$ cat src/rtl/fifo_flit_dispatcher.sv
// Read side of the router flit FIFO: pops {children, flit} entries, drops invalid flits,
// and replays each valid flit once per child (at least once) on a valid/ready link.
module fifo_flit_dispatcher #(
    parameter int FlitWidth     = 82,
    parameter int ChildrenWidth = 3,
    parameter int CntWidth      = 16
) (
    input  logic                               clk,
    input  logic                               rst,
    input  logic                               fifo_empty,
    input  logic [FlitWidth+ChildrenWidth-1:0] fifo_data,
    output logic                               fifo_rd_en,
    output logic [FlitWidth-1:0]               out_flit,
    output logic [ChildrenWidth-1:0]           out_copy,
    output logic                               out_last,
    output logic                               out_valid,
    input  logic                               out_ready,
    output logic                               busy,
    output logic [CntWidth-1:0]                sent_count,
    output logic [CntWidth-1:0]                drop_count
);

    typedef enum logic [1:0] {
        IDLE = 2'd0,
        WAIT = 2'd1,
        SEND = 2'd2
    } state_t;

    state_t                   r_state;
    state_t                   w_next;
    logic [FlitWidth-1:0]     r_flit;
    logic [ChildrenWidth-1:0] r_copy;
    logic [ChildrenWidth-1:0] r_hold_n;
    logic                     r_last;
    logic [CntWidth-1:0]      r_sent;
    logic [CntWidth-1:0]      r_drop;

    logic                     w_rd_en;
    logic [FlitWidth-1:0]     w_in_flit;
    logic [ChildrenWidth-1:0] w_in_children;
    logic [ChildrenWidth-1:0] w_copy_inc;

    assign w_in_flit     = fifo_data[FlitWidth-1:0];
    assign w_in_children = fifo_data[FlitWidth+ChildrenWidth-1:FlitWidth];
    assign w_copy_inc    = r_copy + ChildrenWidth'(1);

    // Pop decision is combinational so a new read overlaps the last-copy handshake.
    always_comb begin
        w_next  = r_state;
        w_rd_en = 1'b0;
        case (r_state)
            IDLE: begin
                if (!fifo_empty) begin
                    w_rd_en = 1'b1;
                    w_next  = WAIT;
                end
            end
            WAIT: begin
                w_next = w_in_flit[FlitWidth-1] ? SEND : IDLE;
            end
            SEND: begin
                if (out_ready && r_last) begin
                    if (!fifo_empty) begin
                        w_rd_en = 1'b1;
                        w_next  = WAIT;
                    end else begin
                        w_next = IDLE;
                    end
                end
            end
            default: w_next = IDLE;
        endcase
        if (rst) begin
            w_rd_en = 1'b0;
        end
    end

    always_ff @(posedge clk) begin
        if (rst) begin
            r_state  <= IDLE;
            r_flit   <= '0;
            r_copy   <= '0;
            r_hold_n <= '0;
            r_last   <= 1'b0;
            r_sent   <= '0;
            r_drop   <= '0;
        end else begin
            r_state <= w_next;
            case (r_state)
                WAIT: begin
                    if (w_in_flit[FlitWidth-1]) begin
                        r_flit   <= w_in_flit;
                        r_hold_n <= w_in_children;
                        r_copy   <= '0;
                        r_last   <= (w_in_children <= ChildrenWidth'(1));
                    end else begin
                        r_drop <= r_drop + CntWidth'(1);
                    end
                end
                SEND: begin
                    if (out_ready) begin
                        r_sent <= r_sent + CntWidth'(1);
                        if (!r_last) begin
                            r_copy <= w_copy_inc;
                            r_last <= (w_copy_inc == r_hold_n - ChildrenWidth'(1));
                        end
                    end
                end
                default: ;
            endcase
        end
    end

    assign fifo_rd_en = w_rd_en;
    assign out_flit   = r_flit;
    assign out_copy   = r_copy;
    assign out_last   = r_last;
    assign out_valid  = (r_state == SEND);
    assign busy       = (r_state != IDLE);
    assign sent_count = r_sent;
    assign drop_count = r_drop;

endmodule

$ cat config.mk
export PLATFORM = sky130hd
export DESIGN_NAME = fifo_flit_dispatcher
export DESIGN_NICKNAME = d
export VERILOG_FILES = /design/src/rtl/fifo_flit_dispatcher.sv
export SDC_FILE = /design/constraint.sdc
export NUM_CORES = 1
export LEC_CHECK = 0
export CORE_MARGIN = 5
export CORE_UTILIZATION = 42
export DETAILED_ROUTE_END_ITERATION = 16
export PLACE_DENSITY = 0.83
export SLEW_MARGIN = 20
export SYNTH_ARGS = -nofsm -noshare
export SYNTH_HDL_FRONTEND = slang
export SYNTH_SLANG_ARGS = --single-unit
$ cat constraint.sdc
create_clock -name clk -period 2.1 [get_ports clk]
set_input_delay 0.315 -clock clk [delete_from_list [all_inputs] [get_ports clk]]
set_output_delay 0.315 -clock clk [all_outputs]
set_load 0.005 [all_outputs]
==> qor.tcl, run 1 <==
set qor(gpl.final_weighted_congestion) 0.774
set qor(main_area_contributors_after_synthesis) {sky130_fd_sc_hd__dfxtp_1 (52%), sky130_fd_sc_hd__nand2_1 (14%), sky130_fd_sc_hd__a21oi_1 (11%), sky130_fd_sc_hd__clkbuf_1 (2.6%), sky130_fd_sc_hd__xnor2_1 (2.4%)}
set qor(cellInternalPower_uw) 4140
set qor(postSynth.topFlopCell) {sky130_fd_sc_hd__dfxtp_1}
set qor(grt_first_pass_wirelength_mm) 22.9
set qor(worst_clock_skew_ps) 6.83
set qor(cp.buffers_inverters) 1
set qor(max_slew.worst_pin.slew_ps) 536
set qor(power_frac_clock_pct) 45.0
set qor(drv.max_cap_violation_count) 0
set qor(worst_flop_to_flop_path_endpoint) {sent_count[15]}
set qor(postSynthRegisterBits) 123
set qor(die-width_um) 116
set qor(timing_hold_violations_final) 0
set qor(rows) 38
set qor(grtUsageTotal_pct) 21.6
set qor(num-fill-cells) 848
set qor(postLayoutSetupSlackWorst_ps) 127
set qor(cts.reportedPaths.clkPinSlew_ps) 50
set qor(drt_iter0_markers) 313
set qor(area_growth_pct) 58.6
set qor(dominant_combinational_cell_family_by_area_after_synthesis) {simple AND/OR/NAND/NOR gates}
set qor(share_seq_of_total_power_pct) 45.7
set qor(seq_area_frac_synth_pct) 52.3
set qor(rsz0062_at_grt) {no}
set qor(number_of_cells_on_the_worst_reg_to_reg_path) 4
set qor(grt_pass1_vias) 4786
set qor(synthXorXnorAreaFrac_pct) 4.47
set qor(worst_min_path_start) {out_ready}
set qor(max_stage_delay_ps) 550
set qor(whs_endpoint) {sent_count[1]}
set qor(status) {finished, final reports clean}
set qor(worstPathRequired_ps) 1780
set qor(power_switching_share_pct) 22.1
set qor(grt_antenna_before_repair) 0
set qor(hold_class) {input port to flop}
set qor(timing.critical_path.arrival_ps) 1660
set qor(finalNonFillerCells) 934
set qor(holdPathStages) 3
set qor(synthArstFlopShare_pct) 0
set qor(chipHeight_um) 116
set qor(vias) 4738
set qor(placedCellCount) 905
set qor(comb_power_share_pct) 9.3
set qor(classification_of_the_worst_setup_path) {flop to primary output}
set qor(globalRoute.totalOverflow) 0
set qor(post_synth_edffs) 0
set qor(via_per_inst) 5.07
set qor(power.leakage_uw) 0.00260
set qor(boundaryPins) 210
set qor(final_area_mm2) 0.00746
set qor(clock_sink_count) 123
set qor(yosys.area_share.simple_pct) 25.3
set qor(worst_skew_pair.late_latency_ps) 510
set qor(critical_path.slowest_cell) {sky130_fd_sc_hd__clkdlybuf4s50_1}
set qor(drt.antenna.violating_nets) 0
set qor(cts_made_buffers) 17
set qor(irDropWorstVdd_mv) 0.539
set qor(place_hpwl_mm) 10.4
set qor(final.setup.tns_ps) 0
set qor(slew_violations) 0
set qor(placement.io_buffers) 209
set qor(route.detailed.wl_per_inst_um) 15.4
set qor(worst_slew_margin_rel_pct) 64.3
set qor(total_number_of_nets_in_the_final_design) 877
set qor(route.final.wire_length_mm) 14.4
set qor(die_area_mm2) 0.0134
set qor(timing.critical_path.from) {r_state[1]}
set qor(detailedRoute.firstPassIterationCount) 5
set qor(max-clock-path-buffers) 2
set qor(yosysWarnings) 0
set qor(postSynthAreaPerCell_um2) 8.10
set qor(r2r_setup_slk_ps) 260
set qor(path_max_fanout) 11
set qor(critical_path.startpoint_type) {flop}
set qor(placement.cell_area_mm2) 0.00698
set qor(yosysTopAreaCellShare_pct) 52.3
set qor(setup_viols_final) 0
set qor(yosys.area.top_type) {sky130_fd_sc_hd__dfxtp_1}
set qor(htree_num_levels) 4
set qor(timing.critical_path.cells) {nor2b_1 -> clkdlybuf4s50_1}
set qor(cts_setup_buffers) 0
set qor(r2r-start) {sent_count[3]}
set qor(synth_area_mm2) 0.00470
set qor(synth_adder_area_share_pct) 1.06
set qor(final_worst_path_period_share_pct) 93.9
set qor(cts_tree) {yes}
set qor(drc) 0
set qor(n_antenna_cell) 0
set qor(setup.worst_path.end_class) {primary output}
set qor(muxShareOfSynthArea_pct) 0.213
set qor(synth_nets) 674
set qor(synth-compound-area-share_pct) 12.8
set qor(power.density_mw_per_mm2) 713
set qor(initial_utilization_pct) 43.2
set qor(max_freq_mhz) 507
set qor(core_region_area_mm2) 0.0109
set qor(power.net_switching_uw) 1170
set qor(pre_cts_slack_ps) -476
set qor(layout_min_cycle_time_ps) 1970
set qor(cpLargestDelayFamily) {buffers and inverters}
set qor(layout-drive-gt1-share_pct) 5.79
set qor(netlist_instances) 581
set qor(holdBufCountCts) 0
set qor(number_of_distinct_library_cell_variants_in_the_gate_level_netlist_after_synthesis) 41
set qor(grt_max_degree) 124
set qor(cts.root.buffer_cell) {sky130_fd_sc_hd__clkbuf_8}
==> cells in the mapped netlist (3+ instances only) <==
| library cell | count |
|---|---|
| sky130_fd_sc_hd__nand2_1 | 181 |
| sky130_fd_sc_hd__dfxtp_1 | 123 |
| sky130_fd_sc_hd__a21oi_1 | 101 |
| sky130_fd_sc_hd__clkbuf_1 | 33 |
| sky130_fd_sc_hd__nor2_1 | 26 |
| sky130_fd_sc_hd__xnor2_1 | 13 |
| sky130_fd_sc_hd__nand3_1 | 11 |
| sky130_fd_sc_hd__o21ai_0 | 11 |
| sky130_fd_sc_hd__or3_1 | 11 |
| sky130_fd_sc_hd__xor2_1 | 11 |
| sky130_fd_sc_hd__inv_1 | 6 |
| sky130_fd_sc_hd__nand4_1 | 6 |
| sky130_fd_sc_hd__nor3_1 | 6 |
| sky130_fd_sc_hd__nor4_1 | 5 |
| sky130_fd_sc_hd__ha_1 | 4 |
| sky130_fd_sc_hd__buf_1 | 3 |
==> routing by layer <==
layer / track usage [%] / up-vias / wire length, um
met4: 9.74 / 0 / 367
met5: 0 / - / 0
met1: 22.5 / 2219 / 5310
met2: 37.7 / 166 / 7310
met3: 9.09 / 26 / 1400
li1: - / 2327 / -
==> metrics by stage <==
stage	utilization, %	power, uW	hold WS, ps
global route	68.5	5540	325
CTS	68.5	5380	315
finish	68.5	5320	342
global placement	64.1	2960	442
floorplan	-	2630	404
detailed placement	64.1	2980	447
==> worst min-delay path: stages <==
cell                            delay (ps)
sky130_fd_sc_hd__dlygate4sd2_1         320
sky130_fd_sc_hd__nand3_1               120
sky130_fd_sc_hd__a21oi_1                50
==> how the worst max path moves through the flow <==
stage,to,cells after the start
global placement,fifo_rd_en,4
detailed placement,fifo_rd_en,4
floorplan,sent_count[15],4
global route,fifo_rd_en,3
CTS,out_valid,2
finish,out_valid,2
==> power groups by stage <==
stage | Clock [uW] | Combinational [uW] | Sequential [uW]
after floorplan | 0 | 159 | 2470
after global placement | 0 | 487 | 2470
after detailed placement | 0 | 498 | 2480
after CTS | 2450 | 501 | 2430
after global routing | 2570 | 538 | 2440
final | 2390 | 497 | 2430
==> layout by cell type (no fill, tap or decap), drive strengths merged, types with 3 or more instances in the layout <==
master,Yosys,routed
xnor2,13,13
nor4,5,5
nor2,26,26
o21ai,11,11
nor3,6,6
or3,11,11
nand2,181,181
nand3,11,11
clkdlybuf4s50,0,206
ha,4,4
inv,6,6
a21oi,101,101
dfxtp,123,123
clkinv,0,4
nand4,7,7
clkbuf,33,25
or4,3,3
buf,6,15
xor2,11,11
==> logic make-up after synthesis <==
| family | count (synthesis) |
|---|---|
| simple gates | 267 |
| flops | 123 |
| compound gates | 117 |
| buf+inv | 45 |
| xor+xnor | 24 |
| fa+ha+maj | 4 |
| mux | 1 |
==> state kept, by name, summed over array words and instances, names as in the netlist <==
name	flops
out_flit	82
drop_count	16
sent_count	16
out_copy	3
r_hold_n	3
r_state	2
out_last	1
==> final cells by class <==
type	count	area (um^2)	area share, %
repair buffers	223	2250	30.2
inverters	6	22.5	0.302
well taps	140	175	2.35
clock inverters	4	20.0	0.268
multi-input cells	413	2070	27.7
flip-flops and latches	123	2470	33.1
clock buffers	25	454	6.09
==> repair_timing <==
item                                    4_1_cts  5_1_grt
endpoints found under the setup margin        2        2
gates resized for setup                       5        2
hold endpoints to repair                      0        0
gates cloned                                  0        0
Power figures use the tool's default switching activity.
==> run 2: changes to the inputs <==
--- a/config.mk
+++ b/config.mk
@@ -7,9 +7,9 @@
 export LEC_CHECK = 0
 export CORE_MARGIN = 5
 export CORE_UTILIZATION = 42
+export CTS_CLUSTER_SIZE = 10
 export DETAILED_ROUTE_END_ITERATION = 16
-export PLACE_DENSITY = 0.83
-export SLEW_MARGIN = 20
+export PLACE_DENSITY = 0.87
 export SYNTH_ARGS = -nofsm -noshare
 export SYNTH_HDL_FRONTEND = slang
 export SYNTH_SLANG_ARGS = --single-unit
==> run 2 against run 1 <==
Compared with the run above:
- final cell count grew 0.32%
- critical path depth did not move
- sequential power is essentially flat
- die area stayed put
- clock power up 25%
- setup slack got worse by 37 ps
==> qor.tcl, run 2 (synthesis gave the netlist of run 1 again) <==
set qor(vias) 4796 ;# +1.2%
set qor(largest_register_ff_count) 82 ;# unchanged
set qor(holdPathStages) 3 ;# unchanged
set qor(irDropWorstVdd_mv) 0.521 ;# -3.3%
set qor(final_worst_path_period_share_pct) 95.7 ;# +1.7 points
set qor(top_library_cells_by_usage_in_the_layout_fill_and_taps_aside) {sky130_fd_sc_hd__clkdlybuf4s50_1 (207), sky130_fd_sc_hd__nand2_1 (181), sky130_fd_sc_hd__dfxtp_1 (122), sky130_fd_sc_hd__a21oi_1 (101), sky130_fd_sc_hd__nor2_1 (26)}
set qor(worst_skew_pair.late_latency_ps) 510 ;# about the same
set qor(cts_tree) {yes}
set qor(globalRoute.totalOverflow) 0 ;# unchanged
set qor(worst_slew_margin_rel_pct) 49.2 ;# -15 points
set qor(chipHeight_um) 116 ;# unchanged
set qor(worst_clock_skew_ps) 5.72 ;# -1.11 ps
set qor(hold_class) {input port to flop}
set qor(rsz0062_at_grt) {no}
set qor(grt_pass1_vias) 4957 ;# +3.6%
set qor(drt.antenna.violating_nets) 0 ;# unchanged
set qor(num-fill-cells) 843 ;# -0.59%
set qor(layout-drive-gt1-share_pct) 6.40 ;# +0.61 points
set qor(max_freq_mhz) 498 ;# -1.8%
set qor(power.leakage_uw) 0.00266 ;# +2.2%
set qor(initial_utilization_pct) 43.2 ;# unchanged
set qor(n_antenna_cell) 0 ;# unchanged
set qor(worst_flop_to_flop_path_endpoint) {sent_count[15]}
set qor(die-width_um) 116 ;# unchanged
set qor(htree_num_levels) 4 ;# unchanged
set qor(grt_antenna_before_repair) 0 ;# unchanged
set qor(setup.worst_path.end_class) {primary output}
set qor(timing_hold_violations_final) 0 ;# unchanged
set qor(mostFrequentLayoutCell) {sky130_fd_sc_hd__clkdlybuf4s50_1}
set qor(placement.io_buffers) 209 ;# unchanged
set qor(route.detailed.wl_per_inst_um) 16.1 ;# +4.3%
set qor(place_hpwl_mm) 10.8 ;# +3.6%
set qor(r2r-start) {sent_count[3]}
set qor(multi_input_combinational_cell_area_mm2) 0.00206 ;# -0.30%
set qor(die_area_mm2) 0.0134 ;# unchanged
set qor(grtUsageTotal_pct) 22.3 ;# +0.70 points
set qor(classification_of_the_worst_setup_path) {flop to primary output}
set qor(slew_violations) 0 ;# unchanged
set qor(worstPathRequired_ps) 1780 ;# about the same
set qor(hold_ws_ps) 357 ;# +15.0 ps
set qor(cts.root.buffer_cell) {sky130_fd_sc_hd__clkbuf_8}
set qor(number_of_cells_on_the_worst_reg_to_reg_path) 5 ;# +1
set qor(r2r_setup_slk_ps) 230 ;# -30 ps
set qor(timing.critical_path.arrival_ps) 1690 ;# +30 ps
set qor(drc) 0 ;# unchanged
set qor(area_growth_pct) 60.9
set qor(cts_made_buffers) 17 ;# unchanged
set qor(clock_sink_count) 123 ;# unchanged
set qor(timing.critical_path.from) {r_state[1]}
set qor(cts_setup_buffers) 0 ;# unchanged
set qor(grt_first_pass_wirelength_mm) 23.5 ;# +2.9%
set qor(critPathCapture) {out_valid}
set qor(rows) 38 ;# unchanged
set qor(path_max_fanout) 11 ;# unchanged
set qor(drv.max_cap_violation_count) 0 ;# unchanged
set qor(cts.reportedPaths.clkPinSlew_ps) 60 ;# about the same
set qor(boundaryPins) 210 ;# unchanged
set qor(route.final.wire_length_mm) 15.1 ;# +4.6%
set qor(detailedRoute.firstPassIterationCount) 5 ;# unchanged
set qor(via_per_inst) 5.12 ;# +0.90%
set qor(max-clock-path-buffers) 2 ;# unchanged
set qor(gpl.final_weighted_congestion) 0.800 ;# +3.4%
set qor(total_number_of_nets_in_the_final_design) 878 ;# +0.11%
set qor(final_core_utilization_pct) 69.5 ;# +0.98 points
set qor(core_region_area_mm2) 0.0109 ;# unchanged
set qor(status) {finished, final reports clean}
set qor(power.density_mw_per_mm2) 781 ;# +9.5%
set qor(setup_viols_final) 0 ;# unchanged
set qor(critical_path.startpoint_type) {flop}
set qor(layout_min_cycle_time_ps) 2010 ;# +36.6 ps
set qor(drt_iter0_markers) 310 ;# -0.96%
set qor(max_slew.worst_pin.slew_ps) 762 ;# +227 ps
set qor(grt_max_degree) 76 ;# -39%
set qor(regArea_mm2) 0.00246 ;# -0.15%
run 2: cell count changes in the layout (fill, tap and decap cells not counted):
cell and change:
sky130_fd_sc_hd__clkdlybuf4s50_1 +1, sky130_fd_sc_hd__bufinv_16 +4, sky130_fd_sc_hd__clkbuf_8 +2, sky130_fd_sc_hd__buf_12 -2
sky130_fd_sc_hd__dfxtp_1 +1, sky130_fd_sc_hd__clkbuf_1 -4, sky130_fd_sc_hd__dfxtp_4 -1, sky130_fd_sc_hd__a2111oi_2 -1
sky130_fd_sc_hd__dlygate4sd2_1 -1, sky130_fd_sc_hd__a2111oi_0 +1, sky130_fd_sc_hd__buf_4 +3
run 2: report_power, final:
group,internal [uW],switching [uW]
Clock,2010,976
Sequential,2390,36.7
Combinational,299,196
run 2: worst max-delay path, stage by stage (launching register included):
cell	delay (ps)
sky130_fd_sc_hd__dfxtp_2	450
sky130_fd_sc_hd__nor2b_1	210
sky130_fd_sc_hd__clkdlybuf4s50_1	540
run 2: worst min path at each step:
stage	from	to
4_1_cts	fifo_data[51]	out_flit[51]
6_report	fifo_data[15]	out_flit[15]
3_5_place_dp	out_flit[80]	out_flit[80]
2_1_floorplan	fifo_empty	r_state[0]
5_1_grt	fifo_data[55]	out_flit[55]
3_3_place_gp	out_flit[8]	out_flit[8]
run 2: cell type report:
cell class | instances | area share, %
clock inverter | 8 | 1.85
tap | 140 | 2.31
inverter | 6 | 0.298
sequential | 123 | 32.6
timing repair buffer | 224 | 29.6
multi-input combinational | 413 | 27.2
clock buffer | 23 | 6.17
run 2: through the flow:
| stage | power, uW | TNS (ps) | std cells | worst slack [ps] | area [um^2] |
|---|---|---|---|---|---|
| after global placement | 2960 | -244 | 906 | -98.5 | 6960 |
| after global routing | 6140 | 0 | 937 | 34.4 | 7570 |
| after CTS | 5970 | 0 | 937 | 70.2 | 7570 |
| after floorplan | 2630 | 0 | 581 | 423 | 4700 |
| after detailed placement | 2970 | -402 | 906 | -136 | 6960 |
| final | 5910 | 0 | 937 | 90.6 | 7570 |
run 2: per-layer routing:
metal  up-vias  global-route usage, %  part of all wire (%)
li1       2343                      -                     -
met1      2270                   23.3                    37
met2       165                   40.0                    52
met3        18                   9.66                   9.2
met4         0                   7.50                   1.9
met5         -                      0                     0
run 2: repair_timing:
item | CTS | global route
hold buffers | 0 | 0
gates resized for setup | 2 | 0
endpoints found under the setup margin | 2 | 0
==> run 3: changes to the inputs <==
--- a/config.mk
+++ b/config.mk
@@ -5,11 +5,13 @@
 export SDC_FILE = /design/constraint.sdc
 export NUM_CORES = 1
 export LEC_CHECK = 0
-export CORE_MARGIN = 5
+export CAP_MARGIN = 5
+export CORE_MARGIN = 2
 export CORE_UTILIZATION = 42
 export CTS_CLUSTER_SIZE = 10
 export DETAILED_ROUTE_END_ITERATION = 16
 export PLACE_DENSITY = 0.87
+export REMOVE_ABC_BUFFERS = 1
 export SYNTH_ARGS = -nofsm -noshare
 export SYNTH_HDL_FRONTEND = slang
 export SYNTH_SLANG_ARGS = --single-unit
==> run 3 against run 2 <==
Compared with the run above:
- final cell count unchanged
- clock-buffer cell count down 6
- utilization about the same
- die area shrank 10%
- cell area is essentially flat
- worst hold slack got worse by 330 ps
- maximum frequency grew 1.8%
- combinational power is 2% lower
- first-iteration DRC count is 27% lower
- critical endpoint unchanged
- largest cell class unchanged
==> qor.tcl, run 3 (synthesis gave the netlist of run 1 again) <==
set qor(top_library_cells_by_usage_in_the_layout_fill_and_taps_aside) {sky130_fd_sc_hd__clkdlybuf4s50_1 (207), sky130_fd_sc_hd__nand2_1 (181), sky130_fd_sc_hd__dfxtp_1 (121), sky130_fd_sc_hd__a21oi_1 (101), sky130_fd_sc_hd__nor2_1 (26)}
set qor(power.leakage_uw) 0.00264 ;# -0.56%
set qor(timing_hold_violations_final) 0 ;# unchanged
set qor(rows) 38 ;# unchanged
set qor(clock_sink_count) 123 ;# unchanged
set qor(cts_tree) {yes}
set qor(detailedRoute.firstPassIterationCount) 6 ;# +1
set qor(place_hpwl_mm) 9.35 ;# -13%
set qor(drc) 0 ;# unchanged
set qor(pre_cts_slack_ps) -102 ;# +34.0 ps
set qor(total_number_of_nets_in_the_final_design) 877 ;# -0.11%
set qor(slew_violations) 0 ;# unchanged
set qor(cts_made_buffers) 17 ;# unchanged
set qor(route.detailed.wl_per_inst_um) 14.4 ;# -10%
set qor(cts_setup_buffers) 0 ;# unchanged
set qor(boundaryPins) 210 ;# unchanged
set qor(path_max_fanout) 11 ;# unchanged
set qor(grtUsageTotal_pct) 21.4 ;# -0.85 points
set qor(max_freq_mhz) 506 ;# +1.8%
set qor(grt_pass1_vias) 4502 ;# -9.2%
set qor(largest_register_ff_count) 82 ;# unchanged
set qor(grt_max_degree) 66 ;# -13%
set qor(vias) 4742 ;# -1.1%
set qor(core_region_area_mm2) 0.0109 ;# unchanged
set qor(gpl.final_weighted_congestion) 0.817 ;# +2.1%
set qor(postLayoutSetupSlackWorst_ps) 125 ;# +34.6 ps
set qor(grt_antenna_before_repair) 0 ;# unchanged
set qor(drt_iter0_markers) 227 ;# -27%
set qor(globalRoute.totalOverflow) 0 ;# unchanged
set qor(initial_utilization_pct) 43.2 ;# unchanged
set qor(die_area_mm2) 0.0121 ;# -10%
set qor(timing.critical_path.arrival_ps) 1660 ;# -30 ps
set qor(die-width_um) 110 ;# -5.2%
set qor(layout_min_cycle_time_ps) 1970 ;# -34.6 ps
set qor(drt.antenna.violating_nets) 0 ;# unchanged
set qor(irDropWorstVdd_mv) 0.466 ;# -11%
set qor(n_antenna_cell) 0 ;# unchanged
set qor(route.final.wire_length_mm) 13.5 ;# -10%
set qor(cts.reportedPaths.clkPinSlew_ps) 60 ;# about the same
set qor(cts.root.buffer_cell) {sky130_fd_sc_hd__clkbuf_8}
set qor(worst_clock_skew_ps) 5.62 ;# -0.0998 ps
set qor(via_per_inst) 5.06 ;# -1.1%
set qor(layout-drive-gt1-share_pct) 6.90 ;# +0.50 points
set qor(max-clock-path-buffers) 2 ;# unchanged
set qor(status) {finished, final reports clean}
set qor(grt_first_pass_wirelength_mm) 20.4 ;# -13%
set qor(hold_class) {input port to flop}
set qor(final_worst_path_period_share_pct) 94.0 ;# -1.6 points
set qor(power.density_mw_per_mm2) 780 ;# about the same
set qor(worst_slew_margin_rel_pct) 56.6 ;# +7.4 points
set qor(drv.max_cap_violation_count) 0 ;# unchanged
set qor(final_area_mm2) 0.00757 ;# about the same
set qor(max_slew.worst_pin.slew_ps) 651 ;# -111 ps
set qor(htree_num_levels) 4 ;# unchanged
set qor(placement.cell_area_mm2) 0.00695 ;# -0.11%
set qor(setup_viols_final) 0 ;# unchanged
set qor(classification_of_the_worst_setup_path) {flop to primary output}
set qor(setup.worst_path.end_class) {primary output}
set qor(placement.io_buffers) 209 ;# unchanged
set qor(chipHeight_um) 110 ;# -5.2%
set qor(mostFrequentLayoutCell) {sky130_fd_sc_hd__clkdlybuf4s50_1}
set qor(rsz0062_at_grt) {no}
set qor(worstPathRequired_ps) 1780 ;# about the same
set qor(area_growth_pct) 61.0 ;# about the same
set qor(final.setup.tns_ps) 0 ;# unchanged
set qor(worst_skew_pair.late_latency_ps) 510 ;# about the same
set qor(critical_path.startpoint_type) {flop}
==> run 3: cell count changes in the layout (fill, tap and decap cells not counted) <==
cell | before | now
sky130_fd_sc_hd__a2111oi_1 | 0 | 1
sky130_fd_sc_hd__clkinv_2 | 4 | 3
sky130_fd_sc_hd__a2111oi_0 | 2 | 1
sky130_fd_sc_hd__dfxtp_4 | 0 | 1
sky130_fd_sc_hd__clkbuf_8 | 4 | 1
sky130_fd_sc_hd__clkbuf_1 | 3 | 0
sky130_fd_sc_hd__dfxtp_1 | 122 | 121
sky130_fd_sc_hd__buf_4 | 13 | 12
sky130_fd_sc_hd__clkinv_4 | 0 | 2
sky130_fd_sc_hd__clkinvlp_4 | 0 | 5
sky130_fd_sc_hd__inv_6 | 0 | 1
==> run 3: routing by layer <==
layer	track usage, %	up-vias	wire (um)
met5	0	-	0
met4	9.40	0	287
met3	8.06	28	1270
met2	36.7	180	6710
met1	23.5	2191	5220
li1	-	2343	-
==> run 3: worst paths after layout <==
path | cells after the start | startpoint | endpoint | slack, ps
worst max-delay path | 2 | r_state[1] | out_valid | 130
worst min-delay path | 2 | rst | drop_count[15] | 30
worst max register to register | 4 | sent_count[4] | sent_count[15] | 260
worst min register to register | 2 | out_flit[71] | out_flit[71] | 450
==> run 3: through the flow <==
stage               hold WS, ps  util (%)  total power [uW]  instances
floorplan                   384         -              2590        542
global placement            441      63.9              2950        905
detailed placement          447      63.9              2960        905
CTS                        1.72      69.5              5960        937
global route               8.44      69.5              6110        937
finish                     31.7      69.5              5910        937
==> run 3: cell type report <==
type | count | area (um^2)
fillers | 832 | 3320
flip-flops and latches | 123 | 2470
repair buffers | 223 | 2230
multi-input cells | 413 | 2060
clock buffers | 17 | 414
clock inverters | 15 | 199
well taps | 140 | 175
inverters | 6 | 22.5
==> run 3: worst max-delay path, stage by stage, from the launching register on <==
cell                              delay [ps]
sky130_fd_sc_hd__dfxtp_4                 420
sky130_fd_sc_hd__nor2b_1                 190
sky130_fd_sc_hd__clkdlybuf4s50_1         540
==> run 3: power breakdown <==
part,internal [uW],switching (uW),total [uW]
Combinational,299,188,486
Clock,1920,1070,2990
Sequential,2390,36.5,2430
==> run 3: repair_timing <==
| item | in CTS | in global routing |
|---|---|---|
| endpoints found under the setup margin | 2 | 2 |
| hold buffers | 0 | 0 |
| resized for setup | 3 | 2 |
